**src/rtl/sram_dbus_scheduler_pkg.sv**
```systemverilog
// Shared encodings for the SRAM data-bus scheduler: grant codes and FSM states.
// The DBus/VGA debug taps import this package as well.
package sram_dbus_scheduler_pkg;

  localparam logic [1:0] GNT_IDLE = 2'b00;
  localparam logic [1:0] GNT_M0   = 2'b01;
  localparam logic [1:0] GNT_M1   = 2'b10;

  typedef enum logic [1:0] {
    ST_IDLE = 2'd0,
    ST_G0   = 2'd1,
    ST_G1   = 2'd2
  } state_t;

  function automatic logic [1:0] state_grant(state_t s);
    case (s)
      ST_G0:   state_grant = GNT_M0;
      ST_G1:   state_grant = GNT_M1;
      default: state_grant = GNT_IDLE;
    endcase
  endfunction

endpackage

```
**src/rtl/sram_dbus_scheduler_sched_pick.sv**
```systemverilog
// Combinational winner select between M0 (pick=0) and M1 (pick=1):
// VGA urgency, then CPU starvation override, then round-robin against last.
module sched_pick (
  input  logic [1:0] stb,
  input  logic       urgent,
  input  logic       starve,
  input  logic       last,
  output logic       pick
);

  always_comb begin
    pick = 1'b0;
    if (stb[1] && urgent) begin
      pick = 1'b1;
    end else if (stb[0] && starve) begin
      pick = 1'b0;
    end else if (stb[0] && stb[1]) begin
      pick = ~last;
    end else begin
      pick = stb[1];
    end
  end

endmodule

```
**src/rtl/sram_dbus_scheduler.sv**
```systemverilog
// Two-master SRAM scheduler: CPU data bus (M0) and VGA fetcher (M1) share one
// nak-handshake slave; a grant is held for a whole transaction, bursts are bounded.
import sram_dbus_scheduler_pkg::*;

module sram_dbus_scheduler #(
  parameter int ADDR_W     = 32,
  parameter int DATA_W     = 32,
  parameter int BURST_MAX  = 4,
  parameter int STARVE_MAX = 16
) (
  input  logic              clk,
  input  logic              rst,
  input  logic              m0_stb,
  input  logic [ADDR_W-1:0] m0_addr,
  input  logic [3:0]        m0_dm,
  input  logic [DATA_W-1:0] m0_dout,
  output logic [DATA_W-1:0] m0_din,
  output logic              m0_nak,
  input  logic              m1_stb,
  input  logic [ADDR_W-1:0] m1_addr,
  input  logic [3:0]        m1_dm,
  input  logic [DATA_W-1:0] m1_dout,
  output logic [DATA_W-1:0] m1_din,
  output logic              m1_nak,
  input  logic              m1_urgent,
  output logic              s_stb,
  output logic [ADDR_W-1:0] s_addr,
  output logic [3:0]        s_dm,
  output logic [DATA_W-1:0] s_din,
  input  logic [DATA_W-1:0] s_dout,
  input  logic              s_nak,
  output logic [1:0]        grant,
  output logic              starve
);

  localparam int BURST_W = $clog2(BURST_MAX + 1);
  localparam int WAIT_W  = $clog2(STARVE_MAX + 1);

  state_t               state_reg, state_next;
  logic                 last_reg, last_next;
  logic [BURST_W-1:0]   burst_cnt_reg, burst_cnt_next;
  logic [WAIT_W-1:0]    wait_cnt_reg, wait_cnt_next;

  logic [1:0] stb_vec;
  logic       granted, owner, owner_stb, complete;
  logic       idle_pick, cont_pick, burst_more;

  assign stb_vec    = {m1_stb, m0_stb};
  assign granted    = (state_reg != ST_IDLE);
  assign owner      = (state_reg == ST_G1);
  assign owner_stb  = owner ? m1_stb : m0_stb;
  assign s_stb      = granted & owner_stb;
  assign complete   = s_stb & ~s_nak;
  assign starve     = (wait_cnt_reg == WAIT_W'(STARVE_MAX));
  assign grant      = state_grant(state_reg);
  assign burst_more = (burst_cnt_reg < BURST_W'(BURST_MAX - 1));

  sched_pick u_pick_idle (
    .stb    (stb_vec),
    .urgent (m1_urgent),
    .starve (starve),
    .last   (last_reg),
    .pick   (idle_pick)
  );

  // Continuation check: would the owner still win if it had just become "last"?
  sched_pick u_pick_cont (
    .stb    (stb_vec),
    .urgent (m1_urgent),
    .starve (starve),
    .last   (owner),
    .pick   (cont_pick)
  );

  always_ff @(posedge clk) begin
    if (rst) begin
      state_reg     <= ST_IDLE;
      last_reg      <= 1'b1;
      burst_cnt_reg <= '0;
      wait_cnt_reg  <= '0;
    end else begin
      state_reg     <= state_next;
      last_reg      <= last_next;
      burst_cnt_reg <= burst_cnt_next;
      wait_cnt_reg  <= wait_cnt_next;
    end
  end

  always_comb begin
    state_next     = state_reg;
    last_next      = last_reg;
    burst_cnt_next = burst_cnt_reg;
    case (state_reg)
      ST_IDLE: begin
        burst_cnt_next = '0;
        if (|stb_vec) state_next = idle_pick ? ST_G1 : ST_G0;
      end
      ST_G0, ST_G1: begin
        if (!owner_stb) begin
          state_next     = ST_IDLE;
          burst_cnt_next = '0;
        end else if (complete) begin
          last_next = owner;
          if (burst_more && (cont_pick == owner) && !(owner && starve)) begin
            burst_cnt_next = burst_cnt_reg + BURST_W'(1);
          end else begin
            state_next     = ST_IDLE;
            burst_cnt_next = '0;
          end
        end
      end
      default: state_next = ST_IDLE;
    endcase
  end

  always_comb begin
    wait_cnt_next = wait_cnt_reg;
    if ((state_reg == ST_G0) && complete) begin
      wait_cnt_next = '0;
    end else if (m0_stb && (state_reg != ST_G0) && !starve) begin
      wait_cnt_next = wait_cnt_reg + WAIT_W'(1);
    end
  end

  // The non-granted master always sees a stall and zero read data.
  always_comb begin
    m0_nak = 1'b1;
    m1_nak = 1'b1;
    m0_din = '0;
    m1_din = '0;
    s_addr = '0;
    s_dm   = '0;
    s_din  = '0;
    case (state_reg)
      ST_G0: begin
        m0_nak = s_nak;
        m0_din = s_dout;
        s_addr = m0_addr;
        s_dm   = m0_dm;
        s_din  = m0_dout;
      end
      ST_G1: begin
        m1_nak = s_nak;
        m1_din = s_dout;
        s_addr = m1_addr;
        s_dm   = m1_dm;
        s_din  = m1_dout;
      end
      default: ;
    endcase
  end

endmodule

```
**config.mk**
```make
export PLATFORM = sky130hd
export DESIGN_NAME = sram_dbus_scheduler
export DESIGN_NICKNAME = d
export VERILOG_FILES = /design/src/rtl/sram_dbus_scheduler_pkg.sv /design/src/rtl/sram_dbus_scheduler_sched_pick.sv /design/src/rtl/sram_dbus_scheduler.sv
export SDC_FILE = /design/constraint.sdc
export NUM_CORES = 1
export LEC_CHECK = 0
export ABC_AREA = 1
export CORE_AREA = 2 2 121 123
export DETAILED_ROUTE_END_ITERATION = 8
export DIE_AREA = 0 0 123 125
export DONT_BUFFER_PORTS = 1
export PLACE_DENSITY = 0.34
export SYNTH_ARGS = -nofsm -noshare
export SYNTH_HDL_FRONTEND = slang
export SYNTH_SLANG_ARGS = --single-unit
```
**constraint.sdc**
```tcl
create_clock -name clk -period 3 [get_ports clk]
set_clock_uncertainty 0.1 [all_clocks]
set_input_delay 0.45 -clock clk [delete_from_list [all_inputs] [get_ports clk]]
set_output_delay 0.45 -clock clk [all_outputs]
set_load 0.01 [all_outputs]
```
==> results.md, run 1 <==
* Syn Nets at 651
* Stages on the worst setup path at 5
* First-pass GRT wire length at 13000 um
* Worst path slowest cell: inv_2
* Iteration-0 DRC Markers at 220
* WL/cell at 15.1 um
* First-pass DRT Iterations at 5
* Most common cell after layout, fill and taps aside: nand2_1
* Flip-flop and latch area at 220 um2
* Worst hold path class: input pin to flip-flop
* Compound-cell area share of the yosys netlist at 19.5%
* Layout cells sized above 1 at 4.68%
* FF-to-FF path depth at 8
* Period utilization at 83.4%
* Grt met1 use at 13.1%
* Die X at 123 um
* Via total after detailed routing at 2878
* CP Cell Sequence: inv_1 > ha_1 > inv_2 > buf_12 > a21oi_1
* Area Growth Syn to Fin at 12.8%
* Die Area at 0.0154 mm2
* Synth Area in Simple Gates at 45.9%
* Total Neg Setup Slack at 0 ns
* Startpoint types: flip-flop
* Worst path max stage delay at 0.42 ns
* DRT Wirelength at 9560 um
* Setup bufs post-CTS at 0
* Max H-tree Level at 1
* Gates resized, CTS repair at 0
* Max reg flops at 5
* Crit path time final at 2.50 ns
* Cell depth of the worst hold path at 1
* Slew Viols, Final at 0
* Clock buffer depth at 2
* Adder-Cell Fraction of Synth Area at 3.41%
* I/O Pins at 312
* CTS tree: done
* R2r startpoint: state_reg[0]
* DP Cell Count at 629
* Clock Pin Slew Worst Setup and Hold Paths at 0.04 ns
* Multi-input logic area at 0.00157 mm2
* Number of buffers created by CTS at 3
* GRT Residual Overflow at 0
* Final core occ at 17.5%
* Post-Layout Cell Count at 633
* WP data required at 2.45 ns
* RSZ-0062 raised after global routing: false
* Yosys warns at 0
* Final ANT Viol Nets at 0
* RR Endpoint: burst_cnt_reg[0]
* Reg2reg setup slack at 0.89 ns
* Row Count at 44
* GR peak layer: met2
* Root Buffer: clkbuf_16
* Post-route DRC at 0
* Slack of the critical path at 0.497 ns
* Final hold vios at 0
* Worst-path fanout max at 43
* Run status: finished clean
* Pleak at 0.00129 uW
* Post-synthesis mux area share at 0%
* Antenna Cells at 0
* Xor and xnor area share after synthesis at 1.19%
* Largest net degree at the start of global routing at 56
* GR Layer Usage met3 at 1.73%
* Worst hold start: rst
* # setup viols final at 0
* CP delay by family, top: buffers and inverters
* Post-CTS Hold Fix Bufs at 0
* Final GP Congestion at 0.794
* CP endpoint kind: primary output
* Sequential share of the synthesized area at 9.99%
* Nets at 630
* Post-Syn Area at 0.00220 mm2
* Die Height at 125 um
* M2 GR Usage at 20.6%
* Most frequent cells in the layout: nand2_1 (224), inv_1 (81), a21oi_1 (75), dfxtp_1 (11), nor2_1 (10)
* MaxCap Viol Count at 0
* Mapped Cells at 471
* FF+latch count, synth at 11
* Endpoint, Worst Hold: burst_cnt_reg[1]
* Distinct cells, synth at 27
* PwrDens at 737 mW/mm2
* Worst Hold Slack at 0.176 ns
* Slew HR at 65.7%
* Largest family of logic cells by synthesized area: simple AND/OR/NAND/NOR gates
* Critical path class: flip-flop to primary output
* Core ar. at 0.0142 mm2
* IO buf count at 0
* Fill count at 1688
* Mean Syn Cell Area at 4.68 um2
* Starting Density at 15.5%
* Crit path DAT at 1.95 ns
* Total GRT Usage at 10.9%
* Crit path buf inv count at 3
* VDD IR max at 0.000198 V
* Antenna violations before repair at 1
* Drt via density at 4.55
* Fmax at 399 MHz
* Number of global-route vias before repair at 2312
* Clk Latency, worst-skew pair at 0.24 ns
* Slew @ Worst Pin at 0.513 ns
* DP HPWL at 7910 um
* Total clock sinks at 11
* DP Worst Slack at 0.698 ns
==> worst max path at each step <==
stage | start | endpoint
6_report | state_reg[0] | s_addr[19]
5_1_grt | state_reg[0] | s_addr[30]
4_1_cts | state_reg[0] | s_addr[19]
3_5_place_dp | state_reg[0] | s_addr[19]
3_3_place_gp | state_reg[0] | s_addr[23]
2_1_floorplan | state_reg[0] | s_din[21]
==> stage by stage <==
step                      total power (uW)  area, um2
after global placement                1600       2410
after CTS                             1860       2490
after global routing                  2030       2490
after detailed placement              1610       2410
final                                 1830       2490
after floorplan                       1300       2200
==> kinds of logic after synthesis <==
family	after synthesis
xor+xnor	3
flops	11
compound gates	81
fa+ha+maj	6
buf+inv	115
simple gates	255
==> synthesized netlist by cell type <==
cell type / count / area, um2
clkinv_1: 1 / 3.75
a21oi_1: 75 / 375
dfxtp_1: 11 / 220
buf_2: 6 / 30.0
buf_4: 1 / 7.51
nor2_4: 1 / 11.3
o21ai_2: 1 / 8.76
nor2_1: 10 / 37.5
o21ai_1: 1 / 5.00
and2_1: 1 / 6.26
o21a_1: 1 / 7.51
o21ai_0: 1 / 5.00
ha_1: 6 / 75.1
buf_1: 4 / 15.0
nand3_2: 2 / 20.0
o21ai_4: 1 / 16.3
nor2_2: 1 / 6.26
inv_2: 2 / 7.51
clkbuf_1: 20 / 75.1
nand3_1: 9 / 45.0
nand2_1: 224 / 841
nand4_1: 6 / 37.5
inv_1: 81 / 304
a21boi_2: 1 / 11.3
xor2_1: 2 / 17.5
nand2_2: 1 / 6.26
xnor2_1: 1 / 8.76
==> power by group <==
group          internal (uW)  switching [uW]
combinational            351            1050
sequential               167            18.8
clock                    179            67.9
total                    697            1140
==> area by class of cell <==
| class | count | share of cell area, % |
|---|---|---|
| Tap cell | 184 | 9.26 |
| Sequential cell | 11 | 8.86 |
| Inverter | 84 | 12.7 |
| Timing Repair Buffer | 5 | 3.02 |
| Clock buffer | 4 | 3.17 |
| Multi-Input combinational cell | 345 | 63.0 |
==> routing by layer <==
layer  wire length (um)  up-vias  share of wire (%)
li1                   -     1362                  -
met1               3650     1308                 38
met2               5100      198                 53
met3                752        8                7.9
met4                 43        2               0.45
met5                 13        -               0.14
(Power assumes the default switching activity.)
==> run 2, diff against run 1 <==
--- a/config.mk
+++ b/config.mk
@@ -10,7 +10,7 @@
 export DETAILED_ROUTE_END_ITERATION = 8
 export DIE_AREA = 0 0 123 125
 export DONT_BUFFER_PORTS = 1
-export PLACE_DENSITY = 0.34
+export PLACE_DENSITY = 0.35
 export SYNTH_ARGS = -nofsm -noshare
 export SYNTH_HDL_FRONTEND = slang
 export SYNTH_SLANG_ARGS = --single-unit
==> constraint.sdc (replaced) <==
create_clock -name clk -period 2.2 [get_ports clk]
set_clock_uncertainty 0.1 [all_clocks]
set_input_delay 0.33 -clock clk [delete_from_list [all_inputs] [get_ports clk]]
set_output_delay 0.33 -clock clk [all_outputs]
set_load 0.01 [all_outputs]
==> run 2 against run 1 <==
  * Power increased by 46%
  * Sequential share of layout area down 0.49 points
  * Core utilization rose by 1.0 points
  * Sequential power is 38% higher
  * Final cell count up 2.4%
  * Non-clock buffer count increased by 15
  * First-iteration DRC count fell by 37%
  * Highest routed layer is now met4
  * Setup slack worse by 0.40 ns
  * Design area grew 5.8%
  * Routed wire length down 1.1%
  * Die area is the same
==> results.md, run 2 (synthesis gave the netlist of run 1 again) <==
* Run status: finished clean (unchanged)
* Layout cells sized above 1 at 8.41% (was 4.68%)
* MaxCap Viol Count at 0 (unchanged)
* Final GP Congestion at 0.764 (was 0.794)
* Die Area at 0.0154 mm2 (unchanged)
* Row Count at 44 (unchanged)
* DP Worst Slack at 0.170 ns (was 0.698 ns)
* Multi-input logic area at 0.00158 mm2 (was 0.00157 mm2)
* Worst path max stage delay at 0.35 ns (was 0.42 ns)
* Total Neg Setup Slack at 0 ns (unchanged)
* Reg2reg setup slack at 0.19 ns (was 0.89 ns)
* Starting Density at 15.5% (unchanged)
* VDD IR max at 0.000421 V (was 0.000198 V)
* Sw Ratio at 59.7% (was 62.0%)
* I/O Pins at 312 (unchanged)
* Max H-tree Level at 1 (unchanged)
* Sw power at 1600 uW (was 1140 uW)
* Worst path slowest cell: dfxtp_1 (was inv_2)
* Total GRT Usage at 10.8% (was 10.9%)
* Period utilization at 95.6%
* Clk Latency, worst-skew pair at 0.24 ns (about the same)
* PwrDens at 1020 mW/mm2 (was 737 mW/mm2)
* Total clock sinks at 11 (unchanged)
* Number of global-route vias before repair at 2505 (was 2312)
* Fmax at 475 MHz
* WP data required at 1.77 ns (was 2.45 ns)
* Int Pwr at 1080 uW (was 697 uW)
* Antenna violations before repair at 0 (was 1)
* Worst Hold Slack at 0.0552 ns (was 0.176 ns)
* Pleak at 0.00138 uW (was 0.00129 uW)
* GRT Residual Overflow at 0 (unchanged)
* Area Growth Syn to Fin at 19.4% (was 12.8%)
* DP HPWL at 7920 um (was 7910 um)
* Most frequent cells in the layout: nand2_1 (224), inv_1 (80), a21oi_1 (74), buf_4 (14), dfxtp_1 (11) (was nand2_1 (224), inv_1 (81), a21oi_1 (75), dfxtp_1 (11), nor2_1 (10))
* Final core occ at 18.5% (was 17.5%)
* Crit path time final at 2.10 ns
* Slew @ Worst Pin at 0.335 ns (was 0.513 ns)
* Slew HR at 77.8% (was 65.7%)
* Comb power frac at 77.8% (was 76.4%)
* Clock share of power at 12.6% (was 13.4%)
* Slack of the critical path at 0.0962 ns (was 0.497 ns)
* Worst hold path class: input pin to flip-flop (unchanged)
* Final ANT Viol Nets at 0 (unchanged)
* Max reg flops at 5 (unchanged)
* Crit path DAT at 1.67 ns (was 1.95 ns)
* # setup viols final at 0 (unchanged)
* Largest net degree at the start of global routing at 58 (was 56)
* Startpoint types: flip-flop (unchanged)
* Final hold vios at 0 (unchanged)
* CP endpoint kind: primary output (unchanged)
* Root Buffer: clkbuf_16 (unchanged)
* Flip-flop and latch area at 220 um2 (unchanged)
* First-pass DRT Iterations at 5 (unchanged)
* Core ar. at 0.0142 mm2 (unchanged)
* WL/cell at 14.6 um (was 15.1 um)
* Post-route DRC at 0 (unchanged)
* Most common cell after layout, fill and taps aside: nand2_1 (unchanged)
* RSZ-0062 raised after global routing: false (unchanged)
* DRT Wirelength at 9450 um (was 9560 um)
* Antenna Cells at 0 (unchanged)
* Nets at 645 (was 630)
* Reg power frac at 9.6% (was 10.1%)
* Drt via density at 4.47 (was 4.55)
* CP Cell Sequence: inv_2 > ha_4 > buf_12 > nand2_1 > a21oi_2 > buf_4 (was inv_1 > ha_1 > inv_2 > buf_12 > a21oi_1)
* Via total after detailed routing at 2895 (was 2878)
* First-pass GRT wire length at 13300 um (was 13000 um)
* Clock buffer depth at 2 (unchanged)
* Die Height at 125 um (unchanged)
* CTS tree: done (unchanged)
* Post-CTS Hold Fix Bufs at 0 (unchanged)
* Iteration-0 DRC Markers at 138 (was 220)
* IO buf count at 0 (unchanged)
* Fill count at 1666 (was 1688)
* Critical path class: flip-flop to primary output (unchanged)
* Slew Viols, Final at 0 (unchanged)
* Number of buffers created by CTS at 3 (unchanged)
* Worst-path fanout max at 51 (was 43)
* Die X at 123 um (unchanged)
* Clock Pin Slew Worst Setup and Hold Paths at 0.04 ns (about the same)
## run 2: cell count changes in the layout (fill, tap and decap cells not counted)
| cell | change |
|---|---|
| inv_2 | +1 |
| buf_6 | +1 |
| ha_4 | +1 |
| buf_12 | +1 |
| buf_4 | +12 |
| inv_1 | -1 |
| a21oi_2 | +1 |
| clkbuf_4 | +1 |
| ha_1 | -1 |
| a21oi_1 | -1 |
## run 2: metrics by stage
| step | std cells | cell area (um2) | total power (uW) |
|---|---|---|---|
| finish | 648 | 2630 | 2670 |
| global route | 648 | 2630 | 2960 |
| CTS | 647 | 2620 | 2690 |
| detailed placement | 643 | 2520 | 2300 |
| global placement | 643 | 2520 | 2270 |
| floorplan | 471 | 2200 | 1770 |
## run 2: worst paths after layout
| check | depth (start not counted) | from | end |
|---|---|---|---|
| hold / removal | 1 | rst | burst_cnt_reg[2] |
| setup / recovery | 6 | state_reg[0] | s_din[1] |
| setup reg to reg | 9 | state_reg[0] | wait_cnt_reg[4] |
| hold reg to reg | 2 | burst_cnt_reg[2] | burst_cnt_reg[2] |
## run 2: critical path: cells and delay by family (launching register included)
kind | cells | cell delay [ns]
buf+inv | 3 | 0.51
flops | 1 | 0.35
fa+ha+maj | 1 | 0.26
compound gates | 1 | 0.19
simple gates | 1 | 0.09
## run 2: power groups by stage
stage	Clock [uW]	Sequential, uW	Combinational, uW
2_1_floorplan	0	246	1520
3_3_place_gp	0	256	2010
3_5_place_dp	0	258	2040
4_1_cts	351	256	2080
5_1_grt	355	259	2340
6_report	337	256	2080
## run 2: area by class of cell
type                            count  area share, %
Multi-Input combinational cell    345           60.2
Inverter                           84           12.0
Tap cell                          184           8.75
Sequential cell                    11           8.37
Timing Repair Buffer               20           7.75
Clock buffer                        4           3.00
## run 2: repair_timing
action / 4_1_cts / 5_1_grt
pin swaps: 1 / 0
buffers inserted: 0 / 1
endpoints found under the setup margin: 14 / 9
gates resized for setup: 4 / 1
## run 2: layer usage
metal	GRT usage [%]	part of all wire, %
met5	0	0
met4	2.54	2.1
met3	1.09	7.2
met2	19.4	50
met1	13.8	40
==> run 3, diff against run 2 <==
--- a/config.mk
+++ b/config.mk
@@ -6,11 +6,12 @@
 export NUM_CORES = 1
 export LEC_CHECK = 0
 export ABC_AREA = 1
-export CORE_AREA = 2 2 121 123
+export CORE_AREA = 2 2 120 122
 export DETAILED_ROUTE_END_ITERATION = 8
-export DIE_AREA = 0 0 123 125
+export DIE_AREA = 0 0 122 124
 export DONT_BUFFER_PORTS = 1
 export PLACE_DENSITY = 0.35
+export SETUP_SLACK_MARGIN = 0.05
 export SYNTH_ARGS = -nofsm -noshare
 export SYNTH_HDL_FRONTEND = slang
 export SYNTH_SLANG_ARGS = --single-unit
==> run 3 against run 2 <==
  * Non-clock buffer count is 9 lower
  * Count of clock-buffer cells in the layout stayed put
  * Sequential power hardly changed
  * Design area is 6.3% higher
  * Via count is 0.48% lower
  * Clock power is 1% higher
  * Worst hold slack worse by 0.0030 ns
  * Die area is 1.6% lower
  * Highest routed layer unchanged
  * Register-to-register slack better by 0.20 ns
  * First-iteration DRC count is 2.2% higher
  * Core utilization is 1.9 points higher
  * Critical path type unchanged
==> results.md, run 3 (synthesis gave the netlist of run 1 again) <==
* Most frequent cells in the layout: nand2_1 (224), inv_1 (79), a21oi_1 (43), a21oi_2 (22) (was nand2_1 (224), inv_1 (80), a21oi_1 (74), buf_4 (14), dfxtp_1 (11))
* Root Buffer: clkbuf_16 (unchanged)
* WP data required at 1.77 ns (about the same)
* Crit path time final at 2.06 ns (was 2.10 ns)
* WL/cell at 15.1 um (was 14.6 um)
* First-pass GRT wire length at 11600 um (was 13300 um)
* Die X at 122 um (was 123 um)
* Drt via density at 4.54 (was 4.47)
* Grt met1 use at 12.3% (was 13.8%)
* GR peak layer: met2 (unchanged)
* Worst path slowest cell: dfxtp_1 (unchanged)
* DP HPWL at 7290 um (was 7920 um)
* Final GP Congestion at 0.788 (was 0.764)
* Fmax at 486 MHz (was 475 MHz)
* I/O Pins at 312 (unchanged)
* Slew Viols, Final at 0 (unchanged)
* CP most frequent cell: inv_2
* GRT Residual Overflow at 0 (unchanged)
* Slew HR at 77.9% (was 77.8%)
* Iteration-0 DRC Markers at 141 (was 138)
* Row Count at 43 (was 44)
* Worst hold path class: input pin to flip-flop (unchanged)
* Period utilization at 93.5% (was 95.6%)
* Post-Layout Cell Count at 635 (was 648)
* Layout cells sized above 1 at 13.8% (was 8.41%)
* DP Cell Count at 629 (was 643)
* Most common cell after layout, fill and taps aside: nand2_1 (unchanged)
* Run status: finished clean (unchanged)
* Post-CTS Hold Fix Bufs at 0 (unchanged)
* Starting Density at 16.1% (was 15.5%)
* MaxCap Viol Count at 0 (unchanged)
* CP endpoint kind: primary output (unchanged)
* Total Neg Setup Slack at 0 ns (unchanged)
* VDD IR max at 0.000434 V (was 0.000421 V)
* Clk Latency, worst-skew pair at 0.24 ns (about the same)
* Crit path from: state_reg[1] (was state_reg[0])
* Antenna Cells at 0 (unchanged)
* Max reg flops at 5 (unchanged)
* Clock Pin Slew Worst Setup and Hold Paths at 0.04 ns (about the same)
* FF-to-FF path depth at 12 (was 9)
* Area Growth Syn to Fin at 26.8% (was 19.4%)
* Final hold vios at 0 (unchanged)
* Die Height at 124 um (was 125 um)
* Post-route DRC at 0 (unchanged)
* Crit path DAT at 1.63 ns (was 1.67 ns)
* Pleak at 0.00135 uW (was 0.00138 uW)
* Slew @ Worst Pin at 0.332 ns (was 0.335 ns)
* Die Area at 0.0151 mm2 (was 0.0154 mm2)
* Final ANT Viol Nets at 0 (unchanged)
* Critical path class: flip-flop to primary output (unchanged)
* CP Cell Sequence: inv_2 > ha_4 > inv_2 > buf_12 > a21oi_1 > buf_4 (was inv_2 > ha_4 > buf_12 > nand2_1 > a21oi_2 > buf_4)
* DRT Wirelength at 9600 um (was 9450 um)
* Total GRT Usage at 9.88% (was 10.8%)
* Worst path max stage delay at 0.38 ns (was 0.35 ns)
* Worst-path fanout max at 34 (was 51)
* Number of buffers created by CTS at 3 (unchanged)
* Max H-tree Level at 1 (unchanged)
* RSZ-0062 raised after global routing: true (was false)
* PwrDens at 1070 mW/mm2 (was 1020 mW/mm2)
* Startpoint types: flip-flop (unchanged)
* GR Layer Usage met3 at 0.962% (was 1.09%)
* First-pass DRT Iterations at 4 (was 5)
* Largest net degree at the start of global routing at 61 (was 58)
* Antenna violations before repair at 0 (unchanged)
* Fill count at 1569 (was 1666)
* Total clock sinks at 11 (unchanged)
* RR Endpoint: state_reg[0] (was wait_cnt_reg[4])
* Reg2reg setup slack at 0.39 ns (was 0.19 ns)
* IO buf count at 0 (unchanged)
* CTS tree: done (unchanged)
* Via total after detailed routing at 2881 (was 2895)
* # setup viols final at 0 (unchanged)
* Critical Path End: s_addr[12] (was s_din[1])
* M2 GR Usage at 18.6% (was 19.4%)
* Core ar. at 0.0137 mm2 (was 0.0142 mm2)
* Number of global-route vias before repair at 2242 (was 2505)
* R2r startpoint: state_reg[0] (unchanged)
* Nets at 636 (was 645)
* Clock buffer depth at 2 (unchanged)
==> run 3: worst max-delay path: cells and delay by family, from the launching register on <==
| family | cells | cell delay [ns] |
|---|---|---|
| flops | 1 | 0.38 |
| compound gates | 1 | 0.17 |
| fa+ha+maj | 1 | 0.30 |
| buf+inv | 4 | 0.52 |
==> run 3: how the worst min path moves through the flow <==
stage	startpoint	cells past startpoint	slack, ns	endpoint
CTS	rst	1	0.05	burst_cnt_reg[1]
global placement	rst	1	0.30	burst_cnt_reg[1]
floorplan	rst	1	0.30	burst_cnt_reg[1]
detailed placement	rst	1	0.30	burst_cnt_reg[1]
finish	rst	1	0.05	burst_cnt_reg[1]
global route	rst	1	0.05	burst_cnt_reg[2]
==> run 3: cell type report <==
class	count	area [um2]	area share (%)
Clock buffer	4	78.8	2.82
Inverter	84	315	11.3
Multi-Input combinational cell	345	1770	63.4
Sequential cell	11	221	7.92
Tap cell	180	225	8.05
Timing Repair Buffer	11	181	6.49
==> run 3: report_power, final <==
part           internal [uW]  switching [uW]
combinational            689            1700
clock                    244            96.5
sequential               230            27.7
total                   1160            1820
==> run 3: metal layers <==
layer,up-vias,wire (um)
met4,0,92
li1,1375,-
met5,-,0
met2,194,5110
met1,1304,3780
met3,8,612
==> run 3: per-stage QoR <==
step	hold slack (ns)	power, uW	setup slack, ns	util, %	area [um2]
2_1_floorplan	0.299	1770	0.239	-	2200
4_1_cts	0.0476	2860	0.0461	19.6	2690
6_report	0.0521	2980	0.143	20.4	2800
3_3_place_gp	0.304	2180	0.277	17.8	2440
3_5_place_dp	0.304	2190	0.218	17.8	2440
5_1_grt	0.0488	3240	0.0404	20.4	2800
==> run 3: what timing repair did <==
item / in CTS / in global routing
endpoints found under the setup margin: 27 / 64
gates cloned: 1 / 1
gates resized for setup: 33 / 16
setup buffers: 0 / 0
==> RTL edit 1: new RTL, config.mk and constraints of run 3 <==
`STARVE_MAX`: 16 -> 8.
--- a/src/rtl/sram_dbus_scheduler.sv
+++ b/src/rtl/sram_dbus_scheduler.sv
@@ -6,7 +6,7 @@
   parameter int ADDR_W     = 32,
   parameter int DATA_W     = 32,
   parameter int BURST_MAX  = 4,
-  parameter int STARVE_MAX = 16
+  parameter int STARVE_MAX = 8
 ) (
   input  logic              clk,
   input  logic              rst,
Check against the original RTL: not equivalent (Yosys sat finds a counterexample within 10 cycles, from zero or initial values and one cycle with rst high).
==> RTL edit 1 against run 3 <==
- cell area down 7.7%
- critical path depth decreased by 1
- worst setup slack improved by 0.036 ns
- routed wire length grew 0.70%
- sequential cell count shrank 1
- via count is 1.1% lower
- area after synthesis shrank 2.3%
- total power shrank 9.4%
==> RTL edit 1: results <==
[outcome]
outcome = "complete, no violations"

[drt]
routed_wl_mm = 9.662
dr.pass1.iters = 4
num_vias = 2850
initialDrtViolationCount = 111

[min_path]
hold_class = "input port to register"
min_path_cells = 1

[finish]
layout-drive-gt1-share_pct = 8.000
nNetsFinal = 632
nFillCells = 1577
largest_reg_flops = 4

[power]
vdd_drop_max_uv = 404.6
cellLeakagePower_nw = 1.339

[placement]
portBuffers = 0
dp_hpwl_mm = 7.967
placed_cell_area_sq_um = 2442
place_congestion = 0.7593

[worst_setup_path]
path_max_fanout = 44
worstRegToRegCells = 11
crit_arrival_ns = 1.59

[logic_synthesis]
synthAdderAreaFrac_pct = 3.486
yosys.cell_types.count = 24
yosys_warnings = 0
ys_ff_latch = 10
synth_seq_area_share_pct = 9.297
synthMuxAreaShare_pct = 0
ys_dominant_reg_cell = "dfxtp_1"
async_reset_ff_share_pct = 0
synth_xor_area_share_pct = 0.8135
synth_area_leaders = "nand2_1 (39%), a21oi_1 (17%), inv_1 (14%)"
synth.net_count = 642
synth_common_cells = "nand2_1 (225), inv_1 (78), a21oi_1 (75)"
synth_compound_area_share_pct = 19.81

[grt]
antenna_found_initial = 1
grt_start_max_net_pins = 57
grt_first_pass_wirelength_mm = 11.54
grt_pass1_vias = 2238
track_usage_pct = 10.09

[clock_network]
clock_path_buffers = 2
cts_root_buf = "clkbuf_16"
clock_latency_ns = 0.23
h-tree-depth = 1
cts_buffers = 3
clkTransAtPathRegs_ns = 0.04

[sta]
slew-limit-headroom_pct = 79.77
-- RTL edit 1: cell types whose count changed after synthesis, moves of 2 or more --
cell	before	now
inv_1	81	78
nor2_1	10	7
inv_2	2	4
nand3_1	9	7
o21ai_1	1	3
-- RTL edit 1: kinds of logic (layout without fill, tap and decap cells) --
kind of cell	after synthesis	count (layout)
simple gates	250	250
compound gates	81	81
flops	10	10
other cells	0	1
fa+ha+maj	6	6
buf+inv	113	101
xor+xnor	2	2
-- RTL edit 1: repair_timing --
item,in CTS,in global routing
resized for setup,2,4
buffers inserted,0,2
gates cloned,0,1
setup endpoints to repair,3,50
hold buffers,0,0
pin swaps,0,1
-- RTL edit 1: stage by stage --
step / hold WS, ns / worst slack, ns / utilization (%) / std cells
finish: 0.06219 / 0.1792 / 18.81 / 631
global route: 0.05348 / 0.06438 / 18.81 / 631
CTS: 0.05879 / 0.07069 / 18.39 / 627
detailed placement: 0.3064 / 0.2372 / 17.80 / 624
global placement: 0.3026 / 0.2563 / 17.80 / 624
floorplan: 0.2991 / 0.2475 / - / 462
-- RTL edit 1: worst max-delay path, cell delays in order (launching register included) --
cell and delay [ns]:
dfxtp_1 0.33, inv_2 0.12, ha_4 0.29, buf_12 0.23
nand2_1 0.07, a21oi_1 0.29
-- RTL edit 1: layout make-up --
class,count,area (sq um),area share (%)
Timing Repair Buffer,16,217.7,8.434
Tap cell,180,225.2,8.725
Sequential cell,10,200.2,7.756
Clock buffer,3,75.07,2.908
Inverter,82,307.8,11.92
Antenna cell,1,2.502,0.09695
Multi-Input combinational cell,339,1553,60.16
-- RTL edit 1: per-layer routing --
| layer | up-vias | wire [um] | GRT usage (%) |
|---|---|---|---|
| li1 | 1361 | - | - |
| met2 | 222 | 5163 | 19.94 |
| met4 | 0 | 299 | 3.807 |
| met1 | 1250 | 3437 | 10.85 |
| met3 | 17 | 762 | 1.236 |
| met5 | - | 0 | 0 |
-- RTL edit 1: power breakdown --
| group | internal (mW) | switching [mW] | leakage [nW] | total, mW |
|---|---|---|---|---|
| sequential | 0.210 | 0.0272 | 0.0815 | 0.237 |
| clock | 0.235 | 0.0811 | 0.0370 | 0.317 |
| combinational | 0.662 | 1.49 | 1.22 | 2.15 |
-- RTL edit 1: final timing paths --
check             slack (ns)              from          endpoint
hold / removal          0.06               rst  burst_cnt_reg[2]
hold reg to reg         0.36  burst_cnt_reg[2]  burst_cnt_reg[2]
setup reg to reg        0.35      state_reg[0]  burst_cnt_reg[1]
setup / recovery        0.18      state_reg[1]         s_din[28]
==> RTL edit 2: new RTL, config.mk and constraints of run 3 <==
Without the edit above. Make the reset (`rst`) asynchronous in one clocked block.
--- a/src/rtl/sram_dbus_scheduler.sv
+++ b/src/rtl/sram_dbus_scheduler.sv
@@ -72,7 +72,7 @@
     .pick   (cont_pick)
   );
 
-  always_ff @(posedge clk) begin
+  always_ff @(posedge clk or posedge rst) begin
     if (rst) begin
       state_reg     <= ST_IDLE;
       last_reg      <= 1'b1;
Formal check against the unedited RTL: differs if rst is asserted again (counterexample within 4 cycles, from zero or initial values and one cycle with rst high); with rst held inactive, the same outputs for 10 cycles.
==> RTL edit 2 against run 3 <==
- clock power down 2%
- critical path depth did not move
- cell area rose by 11%
- routed wire length grew 13%
- total power up 38%
- sequential cell count unchanged
- via count grew 6.5%
- worst setup slack worse by 0.013 ns
- register-to-register slack worse by 0.13 ns
- sequential power is 40% higher
- area after synthesis increased by 0.68%
- critical endpoint is now s_dm[0]
==> RTL edit 2: results <==
[outcome]
outcome = "complete, no violations"

[logic_synthesis]
yosys_warnings = 0
synth_area_leaders = "nand2_1 (38%), a21oi_1 (17%), inv_1 (14%)"
async_reset_ff_share_pct = 100.0
ys_dominant_reg_cell = "dfrtp_1"
yosys.cell_types.count = 24
syn-instance-count = 467
synth_common_cells = "nand2_1 (224), inv_1 (81), a21oi_1 (74)"

[grt]
grt_use_met3_pct = 1.786
grt_util_met1_pct = 12.84
use_met2_pct = 19.66
track_usage_pct = 10.49
grt_pass1_vias = 2357

[worst_setup_path]
cp_slowest_cell = "dfrtp_1"
cpPeakStageDelay_ns = 0.42
r2r_setup_slack_ns = 0.26
reg2reg_from = "state_reg[0]"

[drt]
routed_wl_mm = 10.83
met3RoutedLength_mm = 1.001
vias_per_cell = 4.607
wire_per_inst_um = 16.26

[finish]
buf_share_pct = 15.86
clock_area_share_pct = 2.550
nNetsFinal = 667
final-seq-area_sq_um = 276.5
multi_input_gates = 340
final_util_pct = 22.54

[min_path]
min_path_cells = 3
worstHoldStart = "s_nak"

[clock_network]
cts_resized = 2
postCtsHoldBufs = 1

[placement]
placed_cell_area_sq_um = 2651
pre_cts_ws_ns = 0.2440
place_congestion = 0.8009
dp_cells = 649
dp_hpwl_mm = 7.925

[power]
cellLeakagePower_nw = 1.616
combPwrFrac_pct = 83.1
p_switching_mw = 2.410

[sta]
slew-limit-headroom_pct = 69.86
whs_ns = 0.2459
[RTL edit 2: changes by cell type after synthesis, sizes merged, moves of 2 or more]
cell | before | now
nor2 | 12 | 6
clkbuf | 20 | 13
dfxtp | 11 | 0
dfrtp | 0 | 10
buf | 11 | 19
o21ai | 4 | 9
o22ai | 0 | 3
xor2 | 2 | 0
[RTL edit 2: how the worst max path moves through the flow]
stage                 start   endpoint  slack (ns)  depth (start not counted)
4_1_cts        state_reg[0]  s_din[12]        0.02                          5
3_3_place_gp   state_reg[0]    s_dm[0]        0.24                          6
6_report       state_reg[1]    s_dm[0]        0.13                          6
2_1_floorplan  state_reg[0]  s_din[21]        0.22                          7
3_5_place_dp   state_reg[1]    s_dm[0]        0.24                          6
5_1_grt        state_reg[1]    s_dm[0]        0.04                          6
[RTL edit 2: kinds of logic after synthesis]
group                      Yosys count  share of synthesized area [%]
buffers and inverters              116                          20.35
AOI/OAI and AO/OA                   87                          20.07
and+or+nand+nor                    247                          43.74
adders and majority gates            6                          3.382
DFF                                 11                          12.46
